==> src/rtl/iter_mdu.sv <==
// Iterative multiply/divide unit owning HI/LO: radix-2^MUL_BPC shift-add multiply, restoring divide.
// Define ITER_MDU_MAC_EN to enable madd/maddu/msub/msubu (ops 7-10); otherwise they decode as none.
module iter_mdu #(
  parameter int WIDTH   = 32,
  parameter int MUL_BPC = 4
) (
  input  logic             clk,
  input  logic             reset,
  input  logic             start,
  input  logic [3:0]       op,
  input  logic [WIDTH-1:0] rs,
  input  logic [WIDTH-1:0] rt,
  input  logic             flush,
  output logic             busy,
  output logic             done,
  output logic [WIDTH-1:0] hi,
  output logic [WIDTH-1:0] lo
);

  localparam int CW        = $clog2(WIDTH);
  localparam int MUL_STEPS = WIDTH / MUL_BPC;

  typedef enum logic [1:0] {IDLE, MUL, DIV, FIX} state_t;
  typedef enum logic [3:0] {
    OP_NONE  = 4'd0,
    OP_MULT  = 4'd1,
    OP_MULTU = 4'd2,
    OP_DIV   = 4'd3,
    OP_DIVU  = 4'd4,
    OP_MTHI  = 4'd5,
    OP_MTLO  = 4'd6,
    OP_MADD  = 4'd7,
    OP_MADDU = 4'd8,
    OP_MSUB  = 4'd9,
    OP_MSUBU = 4'd10
  } op_t;

  state_t               state;
  logic [CW-1:0]        cnt;
  logic [2*WIDTH-1:0]   acc;     // multiply: {partial, multiplier}; divide: {remainder, quotient}
  logic [WIDTH-1:0]     opb;     // multiplicand or divisor magnitude
  logic                 neg_q;
  logic                 neg_r;
  logic                 div_zero;
  logic                 op_div;
`ifdef ITER_MDU_MAC_EN
  logic                 mac_add;
  logic                 mac_sub;
  logic                 dec_add;
  logic                 dec_sub;
`endif

  logic dec_mul, dec_div, dec_sgn, dec_mthi, dec_mtlo;

  always_comb begin
    dec_mul  = 1'b0;
    dec_div  = 1'b0;
    dec_sgn  = 1'b0;
    dec_mthi = 1'b0;
    dec_mtlo = 1'b0;
`ifdef ITER_MDU_MAC_EN
    dec_add  = 1'b0;
    dec_sub  = 1'b0;
`endif
    case (op)
      OP_MULT:  begin dec_mul = 1'b1; dec_sgn = 1'b1; end
      OP_MULTU: dec_mul = 1'b1;
      OP_DIV:   begin dec_div = 1'b1; dec_sgn = 1'b1; end
      OP_DIVU:  dec_div = 1'b1;
      OP_MTHI:  dec_mthi = 1'b1;
      OP_MTLO:  dec_mtlo = 1'b1;
`ifdef ITER_MDU_MAC_EN
      OP_MADD:  begin dec_mul = 1'b1; dec_sgn = 1'b1; dec_add = 1'b1; end
      OP_MADDU: begin dec_mul = 1'b1; dec_add = 1'b1; end
      OP_MSUB:  begin dec_mul = 1'b1; dec_sgn = 1'b1; dec_sub = 1'b1; end
      OP_MSUBU: begin dec_mul = 1'b1; dec_sub = 1'b1; end
`endif
      default: ;
    endcase
  end

  assign busy = (start && (dec_mul || dec_div) && state == IDLE && !flush) || (state != IDLE);

  logic [WIDTH-1:0] abs_rs, abs_rt;
  assign abs_rs = (dec_sgn && rs[WIDTH-1]) ? -rs : rs;
  assign abs_rt = (dec_sgn && rt[WIDTH-1]) ? -rt : rt;

  // Multiply step: add multiplicand * low digit to the upper half, then shift the pair right.
  logic [WIDTH+MUL_BPC-1:0]   mul_sum;
  logic [2*WIDTH+MUL_BPC-1:0] mul_wide;
  logic [2*WIDTH-1:0]         mul_next;
  assign mul_sum  = {{MUL_BPC{1'b0}}, acc[2*WIDTH-1:WIDTH]}
                  + ({{MUL_BPC{1'b0}}, opb} * {{WIDTH{1'b0}}, acc[MUL_BPC-1:0]});
  assign mul_wide = {mul_sum, acc[WIDTH-1:0]};
  assign mul_next = (2*WIDTH)'(mul_wide >> MUL_BPC);

  logic [WIDTH:0]     div_sh, div_diff;
  logic [2*WIDTH-1:0] div_next;
  assign div_sh   = {acc[2*WIDTH-1:WIDTH], acc[WIDTH-1]};
  assign div_diff = div_sh - {1'b0, opb};
  assign div_next = {div_diff[WIDTH] ? div_sh[WIDTH-1:0] : div_diff[WIDTH-1:0],
                     acc[WIDTH-2:0], ~div_diff[WIDTH]};

  logic [WIDTH-1:0]   fix_q, fix_r;
  logic [2*WIDTH-1:0] signed_res, fix_res;
  always_comb begin
    fix_q      = neg_q ? -acc[WIDTH-1:0] : acc[WIDTH-1:0];
    fix_r      = neg_r ? -acc[2*WIDTH-1:WIDTH] : acc[2*WIDTH-1:WIDTH];
    signed_res = op_div ? {fix_r, fix_q} : (neg_q ? -acc : acc);
    fix_res    = signed_res;
`ifdef ITER_MDU_MAC_EN
    if (mac_add)      fix_res = {hi, lo} + signed_res;
    else if (mac_sub) fix_res = {hi, lo} - signed_res;
`endif
  end

  always_ff @(posedge clk) begin
    if (reset) begin
      state    <= IDLE;
      cnt      <= '0;
      acc      <= '0;
      opb      <= '0;
      neg_q    <= 1'b0;
      neg_r    <= 1'b0;
      div_zero <= 1'b0;
      op_div   <= 1'b0;
      hi       <= '0;
      lo       <= '0;
      done     <= 1'b0;
`ifdef ITER_MDU_MAC_EN
      mac_add  <= 1'b0;
      mac_sub  <= 1'b0;
`endif
    end else begin
      done <= 1'b0;
      if (flush) begin
        state <= IDLE;
      end else begin
        unique case (state)
          IDLE: if (start) begin
            if (dec_mthi) hi <= rs;
            if (dec_mtlo) lo <= rs;
            if (dec_mul) begin
              state    <= MUL;
              cnt      <= CW'(MUL_STEPS - 1);
              acc      <= {{WIDTH{1'b0}}, abs_rt};
              opb      <= abs_rs;
              neg_q    <= dec_sgn & (rs[WIDTH-1] ^ rt[WIDTH-1]);
              neg_r    <= 1'b0;
              op_div   <= 1'b0;
              div_zero <= 1'b0;
            end
            if (dec_div) begin
              state    <= DIV;
              cnt      <= CW'(WIDTH - 1);
              acc      <= {{WIDTH{1'b0}}, abs_rs};
              opb      <= abs_rt;
              neg_q    <= dec_sgn & (rs[WIDTH-1] ^ rt[WIDTH-1]);
              neg_r    <= dec_sgn & rs[WIDTH-1];
              op_div   <= 1'b1;
              div_zero <= (rt == '0);
            end
`ifdef ITER_MDU_MAC_EN
            mac_add <= dec_add;
            mac_sub <= dec_sub;
`endif
          end
          MUL: begin
            acc <= mul_next;
            cnt <= cnt - CW'(1);
            if (cnt == '0) state <= FIX;
          end
          DIV: begin
            acc <= div_next;
            cnt <= cnt - CW'(1);
            if (cnt == '0) state <= FIX;
          end
          FIX: begin
            if (!div_zero) {hi, lo} <= fix_res;
            done  <= 1'b1;
            state <= IDLE;
          end
          default: state <= IDLE;
        endcase
      end
    end
  end

endmodule

==> config.mk <==
export PLATFORM = sky130hd
export DESIGN_NAME = iter_mdu
export DESIGN_NICKNAME = d
export VERILOG_FILES = /design/src/rtl/iter_mdu.sv
export SDC_FILE = /design/constraint.sdc
export NUM_CORES = 1
export LEC_CHECK = 0
export CAP_MARGIN = 20
export CORE_MARGIN = 2
export CORE_UTILIZATION = 55
export CTS_CLUSTER_SIZE = 20
export DETAILED_ROUTE_END_ITERATION = 8
export PLACE_DENSITY = 0.76
export SYNTH_ARGS = -nofsm -noshare
export SYNTH_HDL_FRONTEND = slang
export SYNTH_SLANG_ARGS = --single-unit
==> constraint.sdc <==
create_clock -name clk -period 9 [get_ports clk]
set_input_delay 1.8 -clock clk [delete_from_list [all_inputs] [get_ports clk]]
set_output_delay 1.8 -clock clk [all_outputs]
set_load 0.02 [all_outputs]
# Word level (Yosys, flattened, before mapping)
# Cells that the tools add are included.
# totals
output_inout_bits	66
in_bits	72
ff_bits	172
elab_cells	109
# op_classes
n_bitwise	5
n_reduce_logical	27
n_eq_ne	15
n_mux	42
add_sub_neg	8
multipliers	1
# op_table
cell	n
2-to-1 mux 32 bit	13
2-to-1 mux 64 bit	5
case mux 64 bit (3 select lines)	1
negator 32 bit	4
case mux 32 bit (2 select lines)	2
negator 64 bit	1
adder 32 x 36 -> 36 bit	1
multiplier 32 x 4 -> 36 bit	1
subtractor 33 x 32 -> 33 bit	1
zero test 32 bit	1
2-to-1 mux 5 bit	3
== test 4 x 3 -> 1 bit (second input constant)	3
2-to-1 mux 1 bit	12
AND reduction 4 bit	3
case mux 5 bit (2 select lines)	1
AND reduction 5 bit	2
OR reduction 2 bit	5
== test 4 x 2 -> 1 bit (second input constant)	2
2-to-1 mux 2 bit	4
!= test 2 bit (second input constant)	4
nonzero test 2 bit	4
case mux 2 bit (3 select lines)	1
logical AND 1 bit	5
zero test 5 bit	1
14 further kinds	18

# Longest topological paths before layout
# logic_depth
word_depth	9
mapped_depth	21
mapped_depth_nobuf	18

# Least setup slack after synthesis
# OpenSTA, ideal clock, no wires.
# synth_path
path_type	register to register
start	register acc[1]
end	register acc[62]
stages_incl_launch_ff	22
setup_ps	137
t_arrival_ps	5036
path_slack_ps	3827
n_path_buf	3
required_time_ps	8863
period_less_slack_ps	5173
cell_sequence	dfxtp_1 > clkbuf_1 > inv_1 > clkbuf_1 > buf_1 > nor2_1 > fa_1 > fa_1 > inv_1 > fa_1 > inv_1 > ha_1 > a21o_1 > a21o_1 > or3_1 > a31oi_1 > nor2_1 > a21boi_1 > o41ai_1 > a311o_1 > xnor2_1 > o221ai_1
# synth_between
elab_chain_len	3
# synth_rtl
element	line	source
start, declared	40	logic [2*WIDTH-1:0] acc;
start signal, assigned	146	acc <= {{WIDTH{1'b0}}, abs_rt};
start signal, assigned	156	acc <= {{WIDTH{1'b0}}, abs_rs};
start signal, assigned	169	acc <= mul_next;
multiplier 32 x 4 -> 36 bit	93	+ ({{MUL_BPC{1'b0}}, opb} * {{WIDTH{1'b0}}, acc[MUL_BPC-1:0]});
adder 32 x 36 -> 36 bit	93	
case mux 64 bit (3 select lines)	139	unique case (state)
# Every way passes these cells.
# A chain may end at the register's enable or synchronous reset.

# Worst setup path after layout
# Ends and elaborated chain as after synthesis.

==> summary.txt <==
RUN STATUS
--------------------------------------------------------------------------------------
Outcome ................................................................. finished, final reports clean

GRT
--------------------------------------------------------------------------------------
Number of antenna violations at the first check in global routing .......            0
Grt total ovfl ..........................................................            0
Vias in the first global route ..........................................       16,500
Wire length of the first global-routing pass ............................      98.4 mm
Maximum number of pins on one net before global-route repair ............          101
Overall global routing resource usage ...................................        0.387

SETUP PATH
--------------------------------------------------------------------------------------
Worst reg2reg path endpoint .............................................      acc[62]
Worst-case reg-to-reg path depth ........................................           17
Critical path endpoint ..................................................      acc[62]
Crit Path Max Fanout ....................................................           29
Nature of the critical path endpoint ....................................         flop
Startpoint types ........................................................         flop
Required time at the endpoint of the critical path ......................      9.32 ns
CP Data Arrival Time ....................................................      6.67 ns
Setup CP Type ...........................................................   reg -> reg
Startpoint of the most critical setup path ..............................       acc[1]
Reg-to-reg setup timing slack ...........................................      2.65 ns
FF-to-FF Start ..........................................................       acc[1]

DIE
--------------------------------------------------------------------------------------
Number of top-level design ports ........................................          138
Width of the die ........................................................       183 um
Core box area ........................................................... 31,600 sq um
Full die area ........................................................... 33,400 sq um
Rows ....................................................................           65
Vertical die dimension ..................................................       183 um
Initial Util ............................................................        0.557

CLOCK NETWORK
--------------------------------------------------------------------------------------
CTS Buf Count ...........................................................           17
TritonCTS clock tree ....................................................         done
Deepest level of the CTS H-tree .........................................            4
Post-CTS setup buffer count .............................................            0
Cell at the root of the clock tree ...................................... sky130_fd_sc_hd__clkbuf_16
Hold_buf cts ............................................................            0
Post_cts resized ........................................................            0
Clock insertion delay at the later pin of the skew report ...............      0.46 ns
Clock Pin Slew Worst Setup and Hold Paths ...............................      0.08 ns
Sink Count ..............................................................          172
Number of buffers between clock root and the deepest sink ...............            2

SYNTH
--------------------------------------------------------------------------------------
Count of flip-flops with a built-in enable after synthesis ..............            0
Dominant combinational cell family by area after synthesis .............. compound AO/OA/AOI/OAI gates
Nets in the synthesized netlist .........................................        2,636
Average footprint of a synthesized cell .................................   7.37 sq um
Synth Area in Compound Gates ............................................        0.245
Post-synthesis simple-gate area fraction ................................        0.209
Post-Synth Adder-Cell Area ..............................................        0.167
Instance count of the mapped netlist ....................................        2,385
Xor-xnor portion of the synthesized cell area ...........................       0.0897
Ys async rst share ......................................................            0
Cell type contributing the most total cell area after synthesis ......... sky130_fd_sc_hd__dfxtp_1
#FFs+latches synth ......................................................          172
Top_reg_cell synth ...................................................... sky130_fd_sc_hd__dfxtp_1
Area fraction of the dominant cell type after synthesis .................        0.196
Multiplexer share of the synthesized area ...............................       0.0154
Count of synthesis-stage warnings from yosys ............................            0
Number of distinct standard cells referenced by the synthesized netlist .           77
Sequential cell area fraction in the yosys report .......................        0.196
Mapped cell area ........................................................ 17,600 sq um
Largest cells by area after synthesis ................................... sky130_fd_sc_hd__dfxtp_1 (20%), sky130_fd_sc_hd__fa_1 (10%), sky130_fd_sc_hd__a21oi_1 (7.5%), sky130_fd_sc_hd__ha_1 (6.2%), sky130_fd_sc_hd__nor2_1 (5.8%)

PLACE
--------------------------------------------------------------------------------------
Buffers on Ports ........................................................          137
Hpwl dp .................................................................      51.0 mm
RePlAce Congestion ......................................................        0.998

MIN PATH
--------------------------------------------------------------------------------------
Worst hold stages .......................................................            2
Hold WC Path Type .......................................................   reg -> reg

STA
--------------------------------------------------------------------------------------
Time the worst path needs with I/O delays and setup .....................      6.35 ns
Post-route clock skew ...................................................    0.0147 ns
Transition time of the tightest slew-check pin ..........................      1.12 ns
Setup TNS after final layout ............................................         0 ns
Max-slew headroom .......................................................        0.254
Final Hold Violating Endpoints ..........................................            0
RSZ-0062 raised after global routing ....................................           no
Final Slew Violations ...................................................            0
Number of failing setup endpoints in the final timing report ............            0
Worst hold slack after final layout .....................................     0.474 ns
Maximum achievable frequency ............................................    0.157 GHz
Post-route clock period utilization .....................................        0.706

ROUTE
--------------------------------------------------------------------------------------
Number of vias after detailed routing ...................................       18,000
Violation count after the first detailed-routing iteration ..............        2,054
Number of vias per cell .................................................         6.35
Total Routed Length .....................................................      65.4 mm
Average wire length per cell after detail routing .......................      23.1 um
Pre-Repair DR Iteration Count ...........................................            6
Antenna Violating Nets Remaining ........................................            0
Number of DRC violations after detailed routing .........................            0

FINISH
--------------------------------------------------------------------------------------
Antenna diodes ..........................................................            0
Number of nets at the end of the flow ...................................        2,669
Fraction of final layout cells with drive strength greater than 1 .......       0.0366
Layout Area Growth over Synthesis .......................................        12.1%
Filler cell count in the final layout ...................................        2,879

PWR
--------------------------------------------------------------------------------------
Leakage Power ...........................................................   0.00814 uW
Total power divided by cell area ........................................  115 nW/um^2
Worst voltage drop across the vdd grid ..................................       155 uV

RUN
--------------------------------------------------------------------------------------
Count of max-cap constraint violations ..................................            0

## state kept, by name, indices dropped and copies added, names as in the netlist
name,flops
done,1
opb,32
state,2
neg_q,1
cnt,5
lo,32
hi,32
div_zero,1
op_div,1
acc,64
neg_r,1
## worst min path at each step
stage	start	endpoint	slack [ns]
final	div_zero	div_zero	0.47
after global routing	div_zero	div_zero	0.51
after CTS	div_zero	div_zero	0.48
after detailed placement	div_zero	div_zero	0.47
after global placement	cnt[2]	cnt[2]	0.46
after floorplan	div_zero	div_zero	0.43
## final cells by class
cell class | instances | area (sq um) | share of cell area
clock inverters | 11 | 134 | 0.00679
repair buffers | 158 | 1550 | 0.0785
inverters | 218 | 818 | 0.0415
multi-input cells | 1851 | 12800 | 0.650
clock buffers | 21 | 460 | 0.0234
well taps | 402 | 503 | 0.0255
flip-flops and latches | 172 | 3440 | 0.175
## kinds of logic (layout without fill, tap and decap cells)
group / count (synthesis) / count (layout)
DFF: 172 / 172
xor gates and xnor gates: 180 / 180
AOI/OAI and AO/OA: 682 / 682
buffers and inverters: 362 / 408
muxes: 27 / 27
adders and majority gates: 179 / 179
and+or+nand+nor: 783 / 783
## cells in the mapped netlist (5+ instances only)
| cell type | n |
|---|---|
| sky130_fd_sc_hd__xnor2_1 | 99 |
| sky130_fd_sc_hd__a211oi_1 | 69 |
| sky130_fd_sc_hd__nor2b_1 | 12 |
| sky130_fd_sc_hd__nor4_1 | 12 |
| sky130_fd_sc_hd__a221o_1 | 11 |
| sky130_fd_sc_hd__a22o_1 | 9 |
| sky130_fd_sc_hd__nand2b_1 | 16 |
| sky130_fd_sc_hd__and3_1 | 11 |
| sky130_fd_sc_hd__mux2i_1 | 26 |
| sky130_fd_sc_hd__inv_1 | 218 |
| sky130_fd_sc_hd__and2_1 | 67 |
| sky130_fd_sc_hd__a21oi_1 | 265 |
| sky130_fd_sc_hd__o211ai_1 | 26 |
| sky130_fd_sc_hd__nor3_1 | 41 |
| sky130_fd_sc_hd__fa_1 | 92 |
| sky130_fd_sc_hd__xor2_1 | 81 |
| sky130_fd_sc_hd__buf_2 | 7 |
| sky130_fd_sc_hd__nand4_1 | 13 |
| sky130_fd_sc_hd__or3_1 | 11 |
| sky130_fd_sc_hd__o2111ai_1 | 5 |
| sky130_fd_sc_hd__nand3_1 | 43 |
| sky130_fd_sc_hd__clkbuf_1 | 115 |
| sky130_fd_sc_hd__o41ai_1 | 12 |
| sky130_fd_sc_hd__o21a_1 | 9 |
| sky130_fd_sc_hd__a221oi_1 | 20 |
| sky130_fd_sc_hd__nand2_1 | 238 |
| sky130_fd_sc_hd__ha_1 | 87 |
| sky130_fd_sc_hd__dfxtp_1 | 172 |
| sky130_fd_sc_hd__or4_4 | 5 |
| sky130_fd_sc_hd__o21ai_1 | 6 |
| sky130_fd_sc_hd__buf_1 | 19 |
| sky130_fd_sc_hd__nor2_1 | 274 |
| sky130_fd_sc_hd__nand3b_1 | 7 |
| sky130_fd_sc_hd__o21ai_0 | 110 |
| sky130_fd_sc_hd__a21o_1 | 32 |
| sky130_fd_sc_hd__o31ai_1 | 20 |
| sky130_fd_sc_hd__a22oi_1 | 24 |
| sky130_fd_sc_hd__a31oi_1 | 14 |
| sky130_fd_sc_hd__or4_1 | 10 |
## stage by stage
step	instance area (sq um)	cells	total power, uW	setup slack, ns	util
finish	19700	2833	2260	2.65	0.625
global placement	19100	2800	1460	3.05	0.605
global route	19700	2833	2330	2.39	0.625
CTS	19700	2832	2240	2.87	0.624
detailed placement	19100	2800	1470	2.88	0.605
floorplan	17600	2385	1240	3.83	-
## cells in the final DEF (no fill, tap or decap), types with 9 or more instances in the layout
| master | n |
|---|---|
| sky130_fd_sc_hd__nand4_1 | 13 |
| sky130_fd_sc_hd__a21o_1 | 30 |
| sky130_fd_sc_hd__nor4_1 | 12 |
| sky130_fd_sc_hd__nor3_1 | 40 |
| sky130_fd_sc_hd__nor2_1 | 273 |
| sky130_fd_sc_hd__or3_1 | 11 |
| sky130_fd_sc_hd__ha_1 | 86 |
| sky130_fd_sc_hd__o31ai_1 | 20 |
| sky130_fd_sc_hd__o41ai_1 | 12 |
| sky130_fd_sc_hd__o211ai_1 | 26 |
| sky130_fd_sc_hd__o21a_1 | 9 |
| sky130_fd_sc_hd__dfxtp_1 | 172 |
| sky130_fd_sc_hd__inv_1 | 218 |
| sky130_fd_sc_hd__and3_1 | 11 |
| sky130_fd_sc_hd__and2_1 | 67 |
| sky130_fd_sc_hd__nand3_1 | 42 |
| sky130_fd_sc_hd__a211oi_1 | 69 |
| sky130_fd_sc_hd__a221oi_1 | 20 |
| sky130_fd_sc_hd__a31oi_1 | 14 |
| sky130_fd_sc_hd__a221o_1 | 11 |
| sky130_fd_sc_hd__xnor2_1 | 99 |
| sky130_fd_sc_hd__mux2i_1 | 26 |
| sky130_fd_sc_hd__o21ai_0 | 110 |
| sky130_fd_sc_hd__xor2_1 | 81 |
| sky130_fd_sc_hd__a21oi_1 | 263 |
| sky130_fd_sc_hd__or4_1 | 10 |
| sky130_fd_sc_hd__a22o_1 | 9 |
| sky130_fd_sc_hd__nand2b_1 | 16 |
| sky130_fd_sc_hd__nand2_1 | 238 |
| sky130_fd_sc_hd__a22oi_1 | 24 |
| sky130_fd_sc_hd__fa_1 | 92 |
| sky130_fd_sc_hd__clkdlybuf4s50_1 | 136 |
| sky130_fd_sc_hd__buf_4 | 21 |
| sky130_fd_sc_hd__clkbuf_16 | 17 |
| sky130_fd_sc_hd__nor2b_1 | 12 |
## worst max-delay path, stage by stage (launching register included)
cell                       delay (ns)
sky130_fd_sc_hd__dfxtp_1         0.56
sky130_fd_sc_hd__inv_1           0.58
sky130_fd_sc_hd__nor2_1          0.32
sky130_fd_sc_hd__fa_1            0.49
sky130_fd_sc_hd__fa_1            0.55
sky130_fd_sc_hd__inv_1           0.05
sky130_fd_sc_hd__fa_1            0.50
sky130_fd_sc_hd__inv_1           0.04
sky130_fd_sc_hd__ha_1            0.35
sky130_fd_sc_hd__nand2_1         0.07
sky130_fd_sc_hd__o21ai_0         0.38
sky130_fd_sc_hd__a31oi_1         0.16
sky130_fd_sc_hd__nor2_1          0.58
sky130_fd_sc_hd__a21boi_1        0.31
sky130_fd_sc_hd__o41ai_1         0.73
sky130_fd_sc_hd__a311o_1         0.28
sky130_fd_sc_hd__xnor2_1         0.12
sky130_fd_sc_hd__o221ai_1        0.12
## report_power, final
group          total, uW  internal, uW  switching, uW
Combinational        645           230            415
Clock                785           429            355
Sequential           832           788           44.0
Total               2260          1450            814
## per-layer routing
metal / vias up / share of wire / GRT usage
li1: 8292 / - / -
met2: 1027 / 0.44 / 0.595
met3: 148 / 0.11 / 0.0800
met5: - / 0 / 0
met4: 0 / 0.034 / 0.136
met1: 8516 / 0.42 / 0.542
(Power assumes the default switching activity.)
